==> src/rtl/fsm101_frame_ctrl.sv <==
// Frame-based "101" detector: a one-hot Moore FSM advanced by accepted serial bits, with
// per-frame saturating hit counts returned on a valid/ready result port.
module fsm101_frame_ctrl #(
  parameter int unsigned FRAME_LEN = 16,
  parameter int unsigned CNT_W     = 8
) (
  input  logic             clk,
  input  logic             reset,
  input  logic             in_valid,
  input  logic             in_bit,
  output logic             in_ready,
  input  logic             abort,
  output logic [3:0]       state,
  output logic             hit,
  output logic             res_valid,
  input  logic             res_ready,
  output logic [CNT_W-1:0] res_hits,
  output logic             res_sat
);

  localparam int unsigned BitW = (FRAME_LEN > 1) ? $clog2(FRAME_LEN) : 1;
  localparam logic [BitW-1:0]  LastIdx = BitW'(FRAME_LEN - 1);
  localparam logic [CNT_W-1:0] CntMax  = '1;

  typedef enum logic [3:0] {
    StA = 4'b0001,
    StB = 4'b0010,
    StC = 4'b0100,
    StD = 4'b1000
  } state_e;

  state_e            state_q, state_d, fsm_nxt;
  logic              hit_q, hit_d;
  logic              res_valid_q, res_valid_d;
  logic [CNT_W-1:0]  res_hits_q, res_hits_d;
  logic              res_sat_q, res_sat_d;
  logic [CNT_W-1:0]  acc_q, acc_d, acc_new;
  logic              sat_q, sat_d, sat_new;
  logic [BitW-1:0]   cnt_q, cnt_d;
  logic              accept;

  always_comb begin
    fsm_nxt = StA;
    unique case (state_q)
      StA:     fsm_nxt = in_bit ? StB : StA;
      StB:     fsm_nxt = in_bit ? StB : StC;
      StC:     fsm_nxt = in_bit ? StD : StA;
      StD:     fsm_nxt = in_bit ? StB : StC;
      default: fsm_nxt = StA;
    endcase
  end

  always_comb begin
    accept  = in_valid & ~res_valid_q & ~abort;
    acc_new = acc_q;
    sat_new = sat_q;
    if (fsm_nxt == StD) begin
      // Count sticks at the maximum; the overflowing attempt only raises the flag.
      if (acc_q == CntMax) sat_new = 1'b1;
      else                 acc_new = acc_q + CNT_W'(1);
    end

    state_d     = state_q;
    hit_d       = 1'b0;
    res_valid_d = res_valid_q;
    res_hits_d  = res_hits_q;
    res_sat_d   = res_sat_q;
    acc_d       = acc_q;
    sat_d       = sat_q;
    cnt_d       = cnt_q;

    if (res_valid_q && res_ready) res_valid_d = 1'b0;

    if (abort) begin
      state_d = StA;
      acc_d   = '0;
      sat_d   = 1'b0;
      cnt_d   = '0;
    end else if (accept) begin
      hit_d = (fsm_nxt == StD);
      if (cnt_q == LastIdx) begin
        // Frames never overlap: the detector restarts from A for the next frame.
        state_d     = StA;
        acc_d       = '0;
        sat_d       = 1'b0;
        cnt_d       = '0;
        res_valid_d = 1'b1;
        res_hits_d  = acc_new;
        res_sat_d   = sat_new;
      end else begin
        state_d = fsm_nxt;
        acc_d   = acc_new;
        sat_d   = sat_new;
        cnt_d   = cnt_q + BitW'(1);
      end
    end
  end

  always_ff @(posedge clk) begin
    if (reset) begin
      state_q     <= StA;
      hit_q       <= 1'b0;
      res_valid_q <= 1'b0;
      res_hits_q  <= '0;
      res_sat_q   <= 1'b0;
      acc_q       <= '0;
      sat_q       <= 1'b0;
      cnt_q       <= '0;
    end else begin
      state_q     <= state_d;
      hit_q       <= hit_d;
      res_valid_q <= res_valid_d;
      res_hits_q  <= res_hits_d;
      res_sat_q   <= res_sat_d;
      acc_q       <= acc_d;
      sat_q       <= sat_d;
      cnt_q       <= cnt_d;
    end
  end

  assign in_ready  = ~res_valid_q;
  assign state     = state_q;
  assign hit       = hit_q;
  assign res_valid = res_valid_q;
  assign res_hits  = res_hits_q;
  assign res_sat   = res_sat_q;

endmodule

==> config.mk <==
export PLATFORM = sky130hd
export DESIGN_NAME = fsm101_frame_ctrl
export DESIGN_NICKNAME = d
export VERILOG_FILES = /design/src/rtl/fsm101_frame_ctrl.sv
export SDC_FILE = /design/constraint.sdc
export NUM_CORES = 1
export LEC_CHECK = 0
export BUFFER_PORTS_ARGS = -buffer_cell sky130_fd_sc_hd__buf_2
export CAP_MARGIN = 30
export CORE_MARGIN = 10
export CORE_UTILIZATION = 55
export DETAILED_ROUTE_END_ITERATION = 10
export PLACE_DENSITY = 0.76
export SYNTH_ARGS = -nofsm -noshare
export SYNTH_HDL_FRONTEND = slang
export SYNTH_SLANG_ARGS = --single-unit
==> constraint.sdc <==
create_clock -name clk -period 1.9 [get_ports clk]
set_input_delay 0.095 -clock clk [delete_from_list [all_inputs] [get_ports clk]]
set_output_delay 0.095 -clock clk [all_outputs]
set_load 0.01 [all_outputs]
==> metrics.cfg, run 1 <==
[run_status]
status = completed

[setup_path]
critPathSlowestCell = or4_1
critPathCapture = acc_q[5]$_SDFFE_PP0P_
rrSetupSlack_ns = 0.09
reg2reg_from = acc_q[0]$_SDFFE_PP0P_
r2r-end = acc_q[5]$_SDFFE_PP0P_
worstPathRequired_ns = 2.18
crit_fanout = 9
start_kind = flip-flop
crit_chain = ha_1 > nand3_1 > buf_4 > o211ai_1 > buf_4 > or4_1 > nand3_1
crit_arrival_ns = 2.09
end_kind = flip-flop
crit_start = acc_q[0]$_SDFFE_PP0P_
reg2reg_depth = 7
criticalPathCategory = flip-flop to flip-flop
cpPeakStageDelay_ns = 0.47

[placed_design]
place.gp.congestion = 1.02
placed_cells = 218
dp.final_hpwl_um = 2550
io_buffers = 21

[routing]
routedWlPerCell_um = 15.2
wirelength_um = 3400
via_per_inst = 6.00
vias = 1344
ant_nets = 0
remaining_drc_errors = 0
drt_iter0_drc = 118
drtPass1Iterations = 6

[cells_and_area]
post-route-util = 0.660
instances_no_fill = 224
drive_gt1_frac = 0.216
area_growth_pct = 16.5
antenna_cells = 0
fin_nets = 203

[logic_synthesis]
yosys.area_share.simple = 0.259
netlist_area_um2 = 1380
synth.most_common_cell = dfxtp_1
synthXorXnorAreaFrac = 0.0381
yosysTopAreaCellShare = 0.407
synth-edff-count = 0
synth.mux.area_fraction = 0.00726
synthArstFlopShare = 0
synthAdderAreaFrac = 0.0181
netlist_instances = 165
synth_compound_area_frac = 0.231
ys_warn_count = 0
synth_seq_cells = 28
synth_top_family_by_area = simple AND/OR/NAND/NOR gates
yosysSeqAreaShare = 0.407
yosysTopAreaCell = dfxtp_1
synthTopCellsByCount = dfxtp_1 (28), nor2_1 (16), o21ai_0 (13)
synth.area.top_cells = dfxtp_1 (41%), o21ai_0 (4.7%), nor2_1 (4.4%), a31oi_1 (4.1%), a21oi_1 (4.0%)
ys_types = 43
synth_nets = 173
ys.flop_type = dfxtp_1
avgSynthCellArea_um2 = 8.36

[cts]
cts_max_path_buffers = 2
clkLatencyLatePin_ns = 0.33
cts_root_buf = clkbuf_4
numCtsBuffers = 3
htreeDepth = 1
cts_tree = yes
cts.reportedPaths.clkPinSlew_ns = 0.15
clkSinkCount = 28

[timing]
setup_violations = 0
slew_viol_final = 0
rsz0062_at_grt = no
hold_violations = 0
finalCritPeriodShare = 0.954
finClkSkew_ns = 0.00177
hold_ws_ns = 0.0159
fmax_mhz = 552
fin_crit_ns = 1.81
tns_ns = 0
worst_pin_slew_ns = 0.398
slew_headroom = 0.734

[global_routing]
grt_pass1_wl_um = 5630
grt_use_total = 0.133
first_global_vias = 1241
grt_max_degree = 16
overflow = 0
antenna_found_initial = 0

[floorplanning]
initial_core_util = 0.567
die_area_um2 = 4910
num_io_pins = 22
fp-row-count = 18
die_w_um = 70.1
core_um2 = 2430
chipHeight_um = 70.1

[power_and_ir_drop]
powerDensity_nw_per_um2 = 596
total_power_uw = 957
vdd_drop_max_mv = 0.424
p_leak_uw = 0.000629

[hold_path]
worstHoldStart = res_ready
hold_path.class = input pin to flip-flop

[run]
maxCapViolCount = 0

## where the power goes
group	total (uW)	leakage, uW	internal (uW)	switching, uW
Clock	295	0.0000210	117	177
Combinational	67.8	0.000381	28.6	39.2
Sequential	595	0.000226	590	4.63
Total	957	0.000629	736	221
## metrics by stage
step	cell area (um2)	setup slack (ns)
after global placement	1550	0.164
final	1610	0.0868
after detailed placement	1550	-0.0545
after global routing	1610	0.0127
after CTS	1600	0.0739
after floorplan	1380	0.153
## critical path: cells and delay by family (launching register included)
family	cells	cell delay (ns)
fa+ha+maj	1	0.25
compound gates	1	0.11
simple gates	3	0.68
flops	1	0.38
buf+inv	2	0.34
## cell usage in the layout, fill, tap and decap left out, types with 2 or more instances in the layout
master and n:
nor4_1 2, nand2b_1 2, nand3_1 6, o21ai_0 12
dfxtp_1 27, xor2_1 3, nand4_1 3, nor2_1 16
clkbuf_4 3, o211ai_1 3, xnor2_1 3, a311oi_1 3
a211oi_1 2, a32o_1 2, ha_1 2, a21oi_1 11
buf_4 9, nand2_1 12, nor3b_1 2, or2_2 2
buf_2 21, a22oi_1 2, nor3_1 8, a31oi_1 9
or3_1 3, inv_1 5
## kinds of logic after synthesis
logic type,after synthesis
flip-flops,28
buffers and inverters,11
adder cells (fa/ha/maj),2
AO/OA/AOI/OAI,50
multiplexers,1
XOR/XNOR,6
AND/OR/NAND/NOR,67
## what timing repair did
item                                   in CTS  in global routing
setup endpoints to repair                   3                  5
hold buffers                                1                  0
pin swaps                                   1                  0
buffers inserted                            1                  0
endpoints found under the hold margin       3                  0
gates resized for setup                     0                  3
## sequential cells by signal (all words and copies together), names as in the netlist
signal,cells
acc_q,8
res_hits,8
cnt_q,4
state,4
hit,1
res_sat,1
res_valid,1
sat_q,1
## cell type report
type / count / area (um2)
clock buffers: 4 / 36.3
fillers: 205 / 826
inverters: 5 / 18.8
multi-input cells: 126 / 769
flip-flops and latches: 28 / 562
well taps: 30 / 37.5
repair buffers: 31 / 183
## metal layers
metal | wire, um | share of wire | vias up | track usage
li1 | - | - | 682 | -
met1 | 1470 | 0.43 | 629 | 0.145
met2 | 1700 | 0.50 | 26 | 0.245
met3 | 172 | 0.051 | 7 | 0.0297
met4 | 56 | 0.016 | 0 | 0.0417
met5 | 0 | 0 | - | 0
## worst min-delay path by stage
| stage | to | cells after the start |
|---|---|---|
| floorplan | res_valid$_SDFF_PP0_ | 1 |
| global placement | res_valid$_SDFF_PP0_ | 2 |
| detailed placement | res_valid$_SDFF_PP0_ | 2 |
| CTS | res_valid$_SDFF_PP0_ | 3 |
| global route | res_valid$_SDFF_PP0_ | 3 |
| finish | res_valid$_SDFF_PP0_ | 3 |
(Power assumes the default switching activity.)
==> inputs of run 2 (changes only) <==
ABC_AREA = 1   (was default)
CORE_UTILIZATION = 56   (was 55)
==> run 2 against run 1 <==
Clock skew increased by 0.00079 ns. Cell count increased by 17%. Setup slack better by 0.22 ns. Routed wire length is 2.1% lower. Largest cell class unchanged. Hold slack got worse by 0.0049 ns. Sequential power shrank 0.7%. Die area is 4.6% higher. Power down 3.1%.
==> metrics.cfg, run 2 <==
[run_status]
status = completed

[cts]
cts_root_buf = clkbuf_4
holdBufCountCts = 0  ; -1
cts_max_path_buffers = 2  ; unchanged
clkLatencyLatePin_ns = 0.32  ; about the same
cts_tree = yes
clkSinkCount = 28  ; unchanged
cts_resized = 0  ; unchanged
cts_setup_buffers = 0  ; -1
htreeDepth = 1  ; unchanged
numCtsBuffers = 3  ; unchanged
cts.reportedPaths.clkPinSlew_ns = 0.15  ; about the same

[setup_path]
cp.buffers_inverters = 0  ; -2
start_kind = flip-flop
critPathSlowestCell = dfxtp_1
rrSetupSlack_ns = 0.30  ; +0.22 ns
crit_arrival_ns = 1.86  ; -0.23 ns
end_kind = flip-flop
crit_fanout = 6  ; -3
worstPathRequired_ns = 2.17  ; about the same
critPathTopFamily = simple AND/OR/NAND/NOR gates
reg2reg_from = acc_q[0]$_SDFFE_PP0P_
reg2reg_depth = 9  ; +2
crit_chain = ha_1 > nand2_1 > nor2_4 > nand2_1 > nand3_1 > nand2_1 > o21ai_2 > nand2_1 > a21oi_1
crit_top_cell = nand2_1
cpPeakStageDelay_ns = 0.45  ; -0.02 ns
criticalPathCategory = flip-flop to flip-flop
r2r-end = acc_q[3]$_SDFFE_PP0P_

[routing]
via_per_inst = 5.44  ; -9.3%
vias = 1426  ; +6.1%
drtPass1Iterations = 4  ; -2
routedWlPerCell_um = 12.7  ; -16%
drt_iter0_drc = 86  ; -27%
wirelength_um = 3330  ; -2.1%
remaining_drc_errors = 0  ; unchanged
ant_nets = 0  ; unchanged

[timing]
finClkSkew_ns = 0.00256  ; +0.000788 ns
rsz0062_at_grt = no
tns_ns = 0  ; unchanged
slew_viol_final = 0  ; unchanged
fmax_mhz = 626  ; +13%
slew_headroom = 0.658  ; -0.0763
worst_pin_slew_ns = 0.512  ; +0.114 ns
hold_violations = 0  ; unchanged
finalCritPeriodShare = 0.841  ; -0.113
setup_violations = 0  ; unchanged
fin_crit_ns = 1.60  ; -0.215 ns

[cells_and_area]
drive_gt1_frac = 0.211  ; -0.00529
antenna_cells = 0  ; unchanged
fin_area_um2 = 1630  ; +1.5%
area_growth_pct = 9.04
final_common_cell = nand2_1
layout_common_cells = nand2_1 (54), dfxtp_1 (28), nor2_1 (24)
fin_nets = 241  ; +19%

[logic_synthesis]
netlist_instances = 212  ; +28%
synthTopCellsByCount = nand2_1 (54), dfxtp_1 (28), nor2_1 (24)
synthArstFlopShare = 0  ; unchanged
yosysTopAreaCellShare = 0.375  ; -0.0316
synth_nets = 220  ; +27%
synth.area.top_cells = dfxtp_1 (37%), nand2_1 (14%), nor2_1 (6.0%), inv_1 (5.3%), a21oi_1 (5.0%)
yosysSeqAreaShare = 0.375  ; -0.0316
ys_types = 35  ; -19%
avgSynthCellArea_um2 = 7.05  ; -16%
netlist_area_um2 = 1500  ; +8.4%
ys_warn_count = 0  ; unchanged
synth-edff-count = 0  ; unchanged
synth.mux.area_fraction = 0  ; -0.00726
yosysTopAreaCell = dfxtp_1
yosys.area_share.simple = 0.366  ; +0.107
synth.most_common_cell = nand2_1
ys.flop_type = dfxtp_1
synth_top_family_by_area = simple AND/OR/NAND/NOR gates
synthXorXnorAreaFrac = 0.00586  ; -0.0323
synthAdderAreaFrac = 0.0167  ; -0.00141
synth_compound_area_frac = 0.126  ; -0.105
synth_seq_cells = 28  ; unchanged

[placed_design]
place_area_um2 = 1590  ; +3.2%
io_buffers = 21  ; unchanged
place.gp.congestion = 0.884  ; -13%
dp.final_hpwl_um = 2590  ; +1.3%

[hold_path]
whs_path_depth = 3  ; unchanged
worstHoldStart = abort
hold_path.class = input pin to flip-flop
holdPathEnd = state[0]$_SDFFE_PP1P_

[global_routing]
overflow = 0  ; unchanged
first_global_vias = 1296  ; +4.4%
grt_pass1_wl_um = 5560  ; -1.2%
grt_use_total = 0.126  ; -0.00648
grt_max_degree = 16  ; unchanged
antenna_found_initial = 0  ; unchanged

[run]
maxCapViolCount = 0  ; unchanged

[floorplanning]
die_w_um = 71.7  ; +2.3%
initial_core_util = 0.593  ; +0.0259
die_area_um2 = 5140  ; +4.6%
core_um2 = 2520  ; +3.7%
fp-row-count = 18  ; unchanged
num_io_pins = 22  ; unchanged
chipHeight_um = 71.7  ; +2.3%

[power_and_ir_drop]
total_power_uw = 927  ; -3.1%
vdd_drop_max_mv = 0.485  ; +14%
p_leak_uw = 0.000736  ; +17%
powerDensity_nw_per_um2 = 569  ; -4.6%

==> run 2: through the flow <==
stage | setup slack, ns | util | std cells | hold WS [ns]
2_1_floorplan | 0.557 | - | 212 | 0.221
4_1_cts | 0.321 | 0.646 | 262 | 0.00812
6_report | 0.302 | 0.646 | 262 | 0.0110
3_3_place_gp | 0.397 | 0.632 | 258 | 0.348
3_5_place_dp | 0.356 | 0.632 | 258 | 0.354
5_1_grt | 0.118 | 0.646 | 262 | 0.0195
==> run 2: worst max path at each step <==
stage / start / endpoint / slack (ns) / cells after the start
after detailed placement: acc_q[0]$_SDFFE_PP0P_ / res_hits[1]$_SDFFE_PP0P_ / 0.36 / 9
after global placement: res_valid$_SDFF_PP0_ / res_hits[7]$_SDFFE_PP0P_ / 0.40 / 9
after floorplan: acc_q[0]$_SDFFE_PP0P_ / res_hits[0]$_SDFFE_PP0P_ / 0.56 / 9
after CTS: acc_q[0]$_SDFFE_PP0P_ / acc_q[3]$_SDFFE_PP0P_ / 0.32 / 9
after global routing: acc_q[0]$_SDFFE_PP0P_ / acc_q[7]$_SDFFE_PP0P_ / 0.12 / 9
final: acc_q[0]$_SDFFE_PP0P_ / acc_q[3]$_SDFFE_PP0P_ / 0.30 / 9
==> run 2: power by group <==
part,switching (uW),internal (uW)
Clock,172,117
Sequential,2.04,589
Combinational,32.8,13.4
==> run 2: kinds of logic after synthesis <==
logic type               Yosys count
buffers and inverters             34
AO/OA/AOI/OAI                     33
AND/OR/NAND/NOR                  114
flip-flops                        28
XOR/XNOR                           1
adder cells (fa/ha/maj)            2
==> run 2: layer usage <==
layer	vias to the layer above	GRT usage	part of all wire	wire [um]
li1	721	-	-	-
met1	650	0.155	0.44	1480
met2	51	0.211	0.46	1540
met3	4	0.0344	0.086	286
met4	0	0.0323	0.0060	20
met5	-	0	0	0
==> run 2: tightest hold or removal path: stages <==
cell and delay (ns):
buf_2 0.09, nor2_1 0.06, nand3_1 0.07
==> run 2: layout make-up <==
cell class / count / area [um2]
tap: 30 / 37.5
fill: 239 / 892
clock buffer: 4 / 36.3
sequential: 28 / 561
multi-input combinational: 150 / 769
inverter: 27 / 106
timing repair buffer: 23 / 120
==> inputs of run 3 (changes only) <==
ABC_AREA = 0   (was 1)
CORE_UTILIZATION = 55   (was 56)
clock period = 1.65 ns   (was 1.9 ns; I/O delays follow)
==> run 3 against run 2 <==
Clock-buffer cell count is the same. Clock power grew 17%. Critical path depth shrank 5. Clock skew grew 0.0024 ns. Hold slack gained 0.0015 ns. Maximum frequency shrank 1.4%. Critical endpoint is now acc_q[4]$_SDFFE_PP0P_. Largest power group unchanged. Highest routed layer unchanged.
==> metrics.cfg, run 3 (same netlist as run 1, synthesis figures left out) <==
[timing]
setup_violations = 0  ; unchanged
setup_ws_ns = 0.0297  ; -0.273 ns
worst_pin_slew_ns = 0.326  ; -0.187 ns
hold_violations = 0  ; unchanged
slew_viol_final = 0  ; unchanged
slew_headroom = 0.780  ; +0.122
fmax_mhz = 617  ; -1.4%
finClkSkew_ns = 0.00494  ; +0.00238 ns
fin_crit_ns = 1.62  ; +0.0226 ns
rsz0062_at_grt = yes
finalCritPeriodShare = 0.982  ; +0.141
hold_ws_ns = 0.0125  ; +0.00151 ns

[global_routing]
first_global_vias = 1296  ; unchanged
overflow = 0  ; unchanged
grt_pass1_wl_um = 5910  ; +6.2%
grt_max_degree = 17  ; +1
antenna_found_initial = 0  ; unchanged
grt_use_total = 0.141  ; +0.0145

[power_and_ir_drop]
p_leak_uw = 0.000698  ; -5.2%
total_power_uw = 1100  ; +19%
power_frac_clock = 0.307  ; -0.005
vdd_drop_max_mv = 0.463  ; -4.5%
netSwitchingFraction = 0.233  ; +0.00954
p_switching_uw = 257  ; +24%
powerDensity_nw_per_um2 = 631  ; +11%
combPwrFrac = 0.079  ; +0.029
power_frac_seq = 0.614  ; -0.024
internal_power_uw = 848  ; +18%

[cells_and_area]
fin_area_um2 = 1750  ; +7.4%
final_common_cell = buf_4
fill_cells = 196  ; -18%
drive_gt1_frac = 0.317  ; +0.106
post-route-util = 0.720  ; +0.0738
antenna_cells = 0  ; unchanged
layout_common_cells = buf_4 (22), dfxtp_1 (21), buf_2 (21)
fin_nets = 217  ; -10%
area_growth_pct = 27.0

[routing]
ant_nets = 0  ; unchanged
routedWlPerCell_um = 14.8  ; +16%
via_per_inst = 5.93  ; +9.0%
drt_iter0_drc = 145  ; +69%
drtPass1Iterations = 4  ; unchanged
remaining_drc_errors = 0  ; unchanged
vias = 1412  ; -0.98%
wirelength_um = 3520  ; +5.8%

[floorplanning]
fp-row-count = 18  ; unchanged
core_um2 = 2430  ; -3.6%
initial_core_util = 0.567  ; -0.0259
die_w_um = 70.1  ; -2.2%
num_io_pins = 22  ; unchanged
die_area_um2 = 4910  ; -4.4%
chipHeight_um = 70.1  ; -2.2%

[setup_path]
rrSetupSlack_ns = 0.03  ; -0.27 ns
crit_start = state[1]$_SDFFE_PP0P_
critPathCapture = acc_q[4]$_SDFFE_PP0P_
criticalPathCategory = flip-flop to flip-flop
r2r-end = acc_q[4]$_SDFFE_PP0P_
crit_arrival_ns = 1.90  ; +0.04 ns
end_kind = flip-flop
crit_fanout = 5  ; -1
reg2reg_depth = 4  ; -5
reg2reg_from = state[1]$_SDFFE_PP0P_
start_kind = flip-flop
worstPathRequired_ns = 1.93  ; -0.24 ns

[placed_design]
dp.final_hpwl_um = 2600  ; +0.50%
place.gp.congestion = 0.872  ; -1.4%
place_area_um2 = 1650  ; +3.5%
io_buffers = 21  ; unchanged
place_ws_ns = -0.0118  ; -0.367 ns

[run]
maxCapViolCount = 0  ; unchanged

[cts]
cts_root_buf = clkbuf_4
cts_max_path_buffers = 2  ; unchanged
numCtsBuffers = 3  ; unchanged
clkLatencyLatePin_ns = 0.33  ; about the same
cts.reportedPaths.clkPinSlew_ns = 0.15  ; about the same
cts_tree = yes
htreeDepth = 1  ; unchanged
clkSinkCount = 28  ; unchanged

[run_status]
status = completed

[hold_path]
hold_path.class = input pin to flip-flop

[run 3: cell count changes in the layout (fill, tap and decap cells not counted), moves of 8 or more]
cell,delta
a31oi_1,+9
buf_4,+20
inv_1,-16
nand2_1,-42
nand3_1,-9
nor2_1,-8
[run 3: final cells by class]
cell class | instances | area (um2) | area share
timing repair buffer | 45 | 292 | 0.166
inverter | 5 | 18.8 | 0.0107
sequential | 28 | 577 | 0.329
tap | 30 | 37.5 | 0.0214
clock buffer | 4 | 36.3 | 0.0207
multi-input combinational | 126 | 791 | 0.451
[run 3: metal layers]
| metal | vias to the layer above | global-route usage | wire length, um |
|---|---|---|---|
| li1 | 707 | - | - |
| met1 | 651 | 0.178 | 1550 |
| met2 | 49 | 0.223 | 1680 |
| met3 | 5 | 0.0367 | 245 |
| met4 | 0 | 0.0504 | 44 |
| met5 | - | 0 | 0 |
[run 3: worst max-delay path, cell delays in order, from the launching register on]
cell and delay (ns):
dfxtp_4 0.37, or2_4 0.25, or4b_4 0.56, or3_1 0.32, o21ai_1 0.07
[run 3: worst min-delay path by stage]
stage               startpoint                   end  depth (start not counted)
floorplan                reset  res_valid$_SDFF_PP0_                          1
global route         res_ready  res_valid$_SDFF_PP0_                          3
global placement         reset  res_valid$_SDFF_PP0_                          2
CTS                  res_ready  res_valid$_SDFF_PP0_                          3
detailed placement       reset  res_valid$_SDFF_PP0_                          2
finish               res_ready  res_valid$_SDFF_PP0_                          3
[run 3: per-stage QoR]
| step | cells | setup TNS [ns] |
|---|---|---|
| 2_1_floorplan | 165 | 0 |
| 3_3_place_gp | 229 | 0 |
| 3_5_place_dp | 229 | -0.0118 |
| 4_1_cts | 236 | 0 |
| 5_1_grt | 238 | -0.0436 |
| 6_report | 238 | 0 |
[run 3: power by group through the flow]
stage                     sequential [uW]  combinational [uW]  clock, uW
after floorplan                       699                45.5          0
after CTS                             682                80.8        343
after global routing                  679                95.3        370
after global placement                698                77.7          0
after detailed placement              698                78.7          0
final                                 678                87.1        339
[run 3: timing repair]
item,in CTS,in global routing
gates cloned,0,0
hold buffers,1,0
pin swaps,2,0
gates resized for setup,1,11
setup buffers,2,2
hold endpoints to repair,3,0
setup endpoints to repair,3,15
